`src/rtl/serial_digit_rx.sv`:
```
// UART receiver collecting ASCII decimal digits into a packed BCD word, with
// parity/stop checking, CR/LF or idle-line message close and a held valid/ack handshake.
module serial_digit_rx #(
  parameter  int unsigned OVERSAMPLE  = 16,
  parameter  int unsigned MAX_DIGITS  = 16,
  parameter  int unsigned PARITY_MODE = 0,
  parameter  int unsigned IDLE_BITS   = 10,
  localparam int unsigned NW          = $clog2(MAX_DIGITS + 1)
) (
  input  logic                    IN_clk,
  input  logic                    IN_rst_n,
  input  logic                    IN_ser,
  input  logic                    IN_ack,
  output logic [4*MAX_DIGITS-1:0] OUT_data,
  output logic [NW-1:0]           OUT_number,
  output logic [NW-1:0]           OUT_off_number,
  output logic                    OUT_valid,
  output logic [3:0]              OUT_err
);

  localparam int unsigned DW       = 4 * MAX_DIGITS;
  localparam int unsigned TW       = $clog2(OVERSAMPLE);
  localparam int unsigned IDLE_CYC = IDLE_BITS * OVERSAMPLE;
  localparam int unsigned IW       = $clog2(IDLE_CYC + 1);

  localparam logic [TW-1:0] TICK_START = TW'(OVERSAMPLE / 2 - 1);
  localparam logic [TW-1:0] TICK_LAST  = TW'(OVERSAMPLE - 1);
  localparam logic [IW-1:0] IDLE_LAST  = IW'(IDLE_CYC - 1);
  localparam logic [NW-1:0] NUM_MAX    = NW'(MAX_DIGITS);

  typedef enum logic [2:0] {
    S_IDLE,
    S_START,
    S_DATA,
    S_PARITY,
    S_STOP,
    S_WAIT_HIGH
  } state_e;

  logic          sync1_q, sync2_q;
  logic          line;

  state_e        state_q;
  logic [TW-1:0] tick_q;
  logic [2:0]    bit_q;
  logic [7:0]    shreg_q;
  logic          par_bad_q;
  logic          char_done_q;
  logic [7:0]    char_byte_q;
  logic          char_par_q;
  logic          char_frm_q;

  logic [DW-1:0] data_q,  data_d;
  logic [NW-1:0] num_q,   num_d;
  logic [3:0]    err_q,   err_d;
  logic          valid_q, valid_d;
  logic          open_q,  open_d;
  logic [IW-1:0] idle_q,  idle_d;

  logic          exp_par;
  logic          is_digit, is_crlf, is_bad, opening, msg_live;

  // Idle-high reset value keeps a reset release from looking like a start bit.
  always_ff @(posedge IN_clk or negedge IN_rst_n) begin
    if (!IN_rst_n) begin
      sync1_q <= 1'b1;
      sync2_q <= 1'b1;
    end else begin
      sync1_q <= IN_ser;
      sync2_q <= sync1_q;
    end
  end

  assign line    = sync2_q;
  assign exp_par = (PARITY_MODE == 2) ? ~^shreg_q : ^shreg_q;

  always_ff @(posedge IN_clk or negedge IN_rst_n) begin
    if (!IN_rst_n) begin
      state_q     <= S_IDLE;
      tick_q      <= '0;
      bit_q       <= '0;
      shreg_q     <= '0;
      par_bad_q   <= 1'b0;
      char_done_q <= 1'b0;
      char_byte_q <= '0;
      char_par_q  <= 1'b0;
      char_frm_q  <= 1'b0;
    end else begin
      char_done_q <= 1'b0;
      case (state_q)
        S_IDLE: begin
          // The cycle that first sees the low line counts as tick 0.
          if (!line) begin
            state_q <= S_START;
            tick_q  <= TW'(1);
          end
        end
        S_START: begin
          if (tick_q == TICK_START) begin
            tick_q <= '0;
            if (line) begin
              state_q <= S_IDLE;
            end else begin
              state_q   <= S_DATA;
              bit_q     <= '0;
              par_bad_q <= 1'b0;
            end
          end else begin
            tick_q <= tick_q + 1'b1;
          end
        end
        S_DATA: begin
          if (tick_q == TICK_LAST) begin
            tick_q  <= '0;
            shreg_q <= {line, shreg_q[7:1]};
            bit_q   <= bit_q + 1'b1;
            if (bit_q == 3'd7) begin
              state_q <= (PARITY_MODE != 0) ? S_PARITY : S_STOP;
            end
          end else begin
            tick_q <= tick_q + 1'b1;
          end
        end
        S_PARITY: begin
          if (tick_q == TICK_LAST) begin
            tick_q    <= '0;
            par_bad_q <= (line != exp_par);
            state_q   <= S_STOP;
          end else begin
            tick_q <= tick_q + 1'b1;
          end
        end
        S_STOP: begin
          if (tick_q == TICK_LAST) begin
            tick_q      <= '0;
            char_done_q <= 1'b1;
            char_byte_q <= shreg_q;
            char_par_q  <= par_bad_q;
            char_frm_q  <= !line;
            state_q     <= line ? S_IDLE : S_WAIT_HIGH;
          end else begin
            tick_q <= tick_q + 1'b1;
          end
        end
        S_WAIT_HIGH: begin
          if (line) begin
            state_q <= S_IDLE;
          end
        end
        default: state_q <= S_IDLE;
      endcase
    end
  end

  assign is_digit = (char_byte_q >= 8'h30) && (char_byte_q <= 8'h39);
  assign is_crlf  = (char_byte_q == 8'h0D) || (char_byte_q == 8'h0A);
  assign is_bad   = char_par_q | char_frm_q;
  // A clean CR/LF with nothing open is swallowed without opening a message.
  assign opening  = char_done_q && !valid_q && !open_q && !(is_crlf && !is_bad);
  assign msg_live = open_q || opening;

  always_comb begin
    data_d  = data_q;
    num_d   = num_q;
    err_d   = err_q;
    valid_d = valid_q;
    open_d  = open_q;
    idle_d  = idle_q;

    if (valid_q && IN_ack) begin
      valid_d = 1'b0;
    end

    if (char_done_q) begin
      if (valid_q) begin
        err_d[3] = 1'b1;
      end else if (msg_live) begin
        if (!open_q) begin
          data_d = '0;
          num_d  = '0;
          err_d  = '0;
          open_d = 1'b1;
        end
        if (is_bad) begin
          err_d[1] = err_d[1] | char_par_q;
          err_d[0] = err_d[0] | char_frm_q;
        end else if (is_digit) begin
          if (num_d < NUM_MAX) begin
            data_d      = data_d << 4;
            data_d[3:0] = char_byte_q[3:0];
            num_d       = num_d + 1'b1;
          end else begin
            err_d[2] = 1'b1;
          end
        end else if (is_crlf) begin
          open_d  = 1'b0;
          valid_d = 1'b1;
        end
      end
    end

    if (open_d && (state_q == S_IDLE) && line) begin
      if (idle_q == IDLE_LAST) begin
        idle_d  = '0;
        open_d  = 1'b0;
        valid_d = 1'b1;
      end else begin
        idle_d = idle_q + 1'b1;
      end
    end else begin
      idle_d = '0;
    end
  end

  always_ff @(posedge IN_clk or negedge IN_rst_n) begin
    if (!IN_rst_n) begin
      data_q  <= '0;
      num_q   <= '0;
      err_q   <= '0;
      valid_q <= 1'b0;
      open_q  <= 1'b0;
      idle_q  <= '0;
    end else begin
      data_q  <= data_d;
      num_q   <= num_d;
      err_q   <= err_d;
      valid_q <= valid_d;
      open_q  <= open_d;
      idle_q  <= idle_d;
    end
  end

  assign OUT_data       = data_q;
  assign OUT_number     = num_q;
  assign OUT_off_number = NUM_MAX - num_q;
  assign OUT_valid      = valid_q;
  assign OUT_err        = err_q;

endmodule

```
`config.mk`:
```
export PLATFORM = sky130hd
export DESIGN_NAME = serial_digit_rx
export DESIGN_NICKNAME = d
export VERILOG_FILES = /design/src/rtl/serial_digit_rx.sv
export SDC_FILE = /design/constraint.sdc
export NUM_CORES = 1
export LEC_CHECK = 0
export CORE_UTILIZATION = 45
export CTS_BUF_LIST = sky130_fd_sc_hd__clkbuf_16
export DETAILED_ROUTE_END_ITERATION = 8
export PLACE_DENSITY_LB_ADDON = 0.3
export SYNTH_ARGS = -nofsm -noshare
export SYNTH_HDL_FRONTEND = slang
export SYNTH_SLANG_ARGS = --single-unit
```
`constraint.sdc`:
```
create_clock -name IN_clk -period 2.1 [get_ports IN_clk]
set_input_delay 0.42 -clock IN_clk [delete_from_list [all_inputs] [get_ports IN_clk]]
set_output_delay 0.42 -clock IN_clk [all_outputs]
set_load 0.01 [all_outputs]
```
==> flow_summary_export.csv <==
group,metric,value,unit
worst_setup_path,start_kind,"register",
clock_network,cts_tree,"done",
worst_setup_path,regToRegEndpoint,"OUT_data[4]$_DFFE_PN0P_",
synth,synth_commonest_cells,"dfrtp_1, a22o_1, nand2_1",
synth,synthAdderAreaFrac,1.50,%
finish,num_antenna_cells,0,
timing,fin_crit,1.97,ns
synth,synthXorXnorAreaFrac,3.42,%
timing,report.final.slew_viol_count,0,
synth,synth.avg_cell_area,12.3,um^2
finish,drive_gt1_share,13.4,%
drt,vias_per_cell,5.55,
timing,hold_viol_final,0,
clock_network,cts_root_buf,"clkbuf_16",
finish,area_growth,32.3,%
die,core,10800,um^2
worst_setup_path,cp_slowest_cell,"dfrtp_1",
synth,synthDominantCellAreaShare,56.4,%
placed_design,io_buffers,82,
worst_hold_path,holdCritPathClass,"reg2reg",
worst_setup_path,criticalPathCategory,"reg2out",
timing,clock_skew,0.0122,ns
power,pwr-share-comb,9.5,%
worst_setup_path,path_cells,"inv_1 > ha_2 > nand2_1 > xnor2_1 > dlygate4sd2_1",
synth,synthCells,409,
worst_setup_path,crit_path_max_incr_delay,0.38,ns
grt,antenna_found_initial,0,
grt,grt_use_total,20.2,%
die,chipWidth,108,um
synth,synth_compound_gate_area_share,19.3,%
grt,grt_pass1_wl,17.9,mm
worst_setup_path,endpoint_kind,"output port",
timing,worst_pin_slew,0.592,ns
synth,synth_area,5010,um^2
power,clkPwrFrac,48.6,%
drt,wl,10.7,mm
drt,vias,3634,
clock_network,cts-buffers-inserted,17,
clock_network,htree_num_levels,4,
timing,setup_viol,0,
drt,ant_nets,0,
power,power_switching_share,24.8,%
power,p_leak,3.03,nW
power,ir_drop,523,uV
finish,fin_nets,512,
drt,wire_per_inst,16.4,um
clock_network,clockBufferDepth,2,
worst_setup_path,crit_start,"OUT_number[0]$_DFFE_PN0P_",
worst_setup_path,r2r_cells,5,
clock_network,clkLatencyLatePin,0.41,ns
synth,synth_cell_types,70,
drt,drc,0,
status,outcome,"completed",
power,power.density,886,nW/um^2
synth,synth-async-reset-ratio,100,%
synth,ys_seq_area_share,57.4,%
synth,ys_ff_latch,115,
worst_setup_path,cp_max_fo,3,
synth,yosysMostFrequentCell,"dfrtp_1",
timing,slew_headroom,59.5,%
die,start_util,46.3,%
worst_hold_path,hold_start,"sync1_q$_DFF_PN1_",
grt,grt_max_degree,66,
synth,synth_edf_count,0,
clock_network,clkTransAtPathRegs,0.05,ns
clock_network,clock-sinks,115,
drt,drtIter0Drc,158,
flow_run,drv_cap,0,
die,die_h,108,um
placed_design,place.gp.congestion,0.843,
synth,synth_area_leaders,"dfrtp_1, a22o_1, nand2_1",
power,p_sw,1.46,mW
synth,yosys.area_share.simple,11.6,%
timing,post-route-period-util,93.7,%
die,ios,83,
synth,syn_nets,419,
synth,muxShareOfSynthArea,2.84,%
worst_setup_path,required,1.68,ns
power,internal-power,4.42,mW
grt,grt-ovfl-total,0,
worst_hold_path,hold_end,"line$_DFF_PN1_",
synth,synthFlopType,"dfrtp_1",
worst_setup_path,reg2reg_setup_slack,0.20,ns
worst_hold_path,min_path_cells,0,
power,p_seq_share,41.9,%
drt,firstDrtPassIters,4,
worst_setup_path,reg2reg_from,"char_byte_q[7]$_DFFE_PN0P_",
synth,ys.warnings.count,0,
grt,grt_pass1_vias,3494,
die,num_rows,38,
placed_design,hpwl,7.07,mm
synth,synth_top_family_by_area,"compound AO/OA/AOI/OAI gates",
timing,rsz0062_at_grt,"false",
timing,fmax,0.508,GHz
timing,fin_hold_ws,0.359,ns
die,die_area,11600,um^2
worst_setup_path,worstPathArrival,1.55,ns
timing,setup_tns,0,ns
synth,synth.largest_area_cell,"dfrtp_1",
-- cell type report --
class / instances / area (um^2)
clock buffer: 17 / 425
clock inverter: 15 / 168
fill: 883 / 4210
inverter: 8 / 30.0
multi-input combinational: 260 / 1960
sequential: 115 / 2880
tap: 140 / 175
timing repair buffer: 100 / 988
-- power by group through the flow --
stage	clock network (mW)	logic, mW	registers (mW)
floorplan	0	0.470	2.41
global placement	0	0.533	2.49
detailed placement	0	0.556	2.49
CTS	2.92	0.559	2.46
global route	3.04	0.631	2.48
finish	2.86	0.556	2.46
-- sequential cells by signal, summed over array words and instances (netlist names) --
name / count
state_q: 3
char_par_q: 1
shreg_q: 8
char_frm_q: 1
char_done_q: 1
OUT_err: 4
char_byte_q: 8
OUT_data: 64
open_q: 1
OUT_number: 5
tick_q: 4
sync1_q: 1
bit_q: 3
idle_q: 8
OUT_valid: 1
par_bad_q: 1
line: 1
-- how the worst max path moves through the flow --
stage | end | cells past startpoint
global placement | OUT_data[56]$_DFFE_PN0P_ | 5
CTS | OUT_off_number[4] | 5
detailed placement | OUT_data[36]$_DFFE_PN0P_ | 5
finish | OUT_off_number[4] | 5
floorplan | OUT_data[19]$_DFFE_PN0P_ | 7
global route | OUT_off_number[4] | 5
-- critical path, delay by kind of cell (launching register included) --
kind | cells | cell delay [ns]
xor gates and xnor gates | 1 | 0.11
adders and majority gates | 1 | 0.20
buffers and inverters | 2 | 0.39
DFF | 1 | 0.38
and+or+nand+nor | 1 | 0.06
-- logic make-up (layout without fill, tap and decap cells) --
family / count (synthesis) / count (layout)
multiplexers: 13 / 13
adder cells (fa/ha/maj): 6 / 6
AND/OR/NAND/NOR: 104 / 104
buffers and inverters: 34 / 140
XOR/XNOR: 18 / 18
AO/OA/AOI/OAI: 119 / 119
flip-flops: 115 / 115
-- routing by layer --
layer | routed length, um | GRT usage, %
met1 | 4980 | 27.3
met2 | 5240 | 30.9
met3 | 415 | 5.75
met4 | 100 | 7.24
met5 | 0 | 0
-- layout by cell type, fill, tap and decap left out, types with 4 or more instances in the layout --
cell type,instances
nand2b_1,6
a22o_1,69
dfrtp_1,112
xor2_1,7
clkbuf_16,17
o21ai_0,6
xnor2_1,10
a21oi_1,10
nor4_1,5
dlygate4sd2_1,4
and3_1,5
nand3_1,9
inv_1,10
nor2_1,8
nand2_1,37
o21ai_1,4
clkdlybuf4s50_1,77
ha_1,5
nor3_1,6
buf_4,15
or3_1,4
clkinv_2,4
mux2_1,7
-- timing repair --
action	4_1_cts	5_1_grt
buffers inserted	1	0
pin swaps	0	0
hold buffers	1	0
endpoints found under the setup margin	4	1
hold endpoints to repair	4	0
gates resized for setup	6	1
-- metrics by stage --
step / util [%] / power [mW] / cell area [um^2] / cells / setup slack (ns)
finish: 61.2 / 5.88 / 6630 / 655 / 0.133
global placement: 55.5 / 3.02 / 6020 / 621 / 0.247
detailed placement: 55.5 / 3.05 / 6020 / 621 / 0.211
global route: 61.2 / 6.15 / 6630 / 655 / 0.00327
floorplan: - / 2.88 / 5010 / 409 / 0.259
CTS: 61.2 / 5.93 / 6630 / 655 / 0.109
No activity file was read; power rests on OpenSTA's default activity.
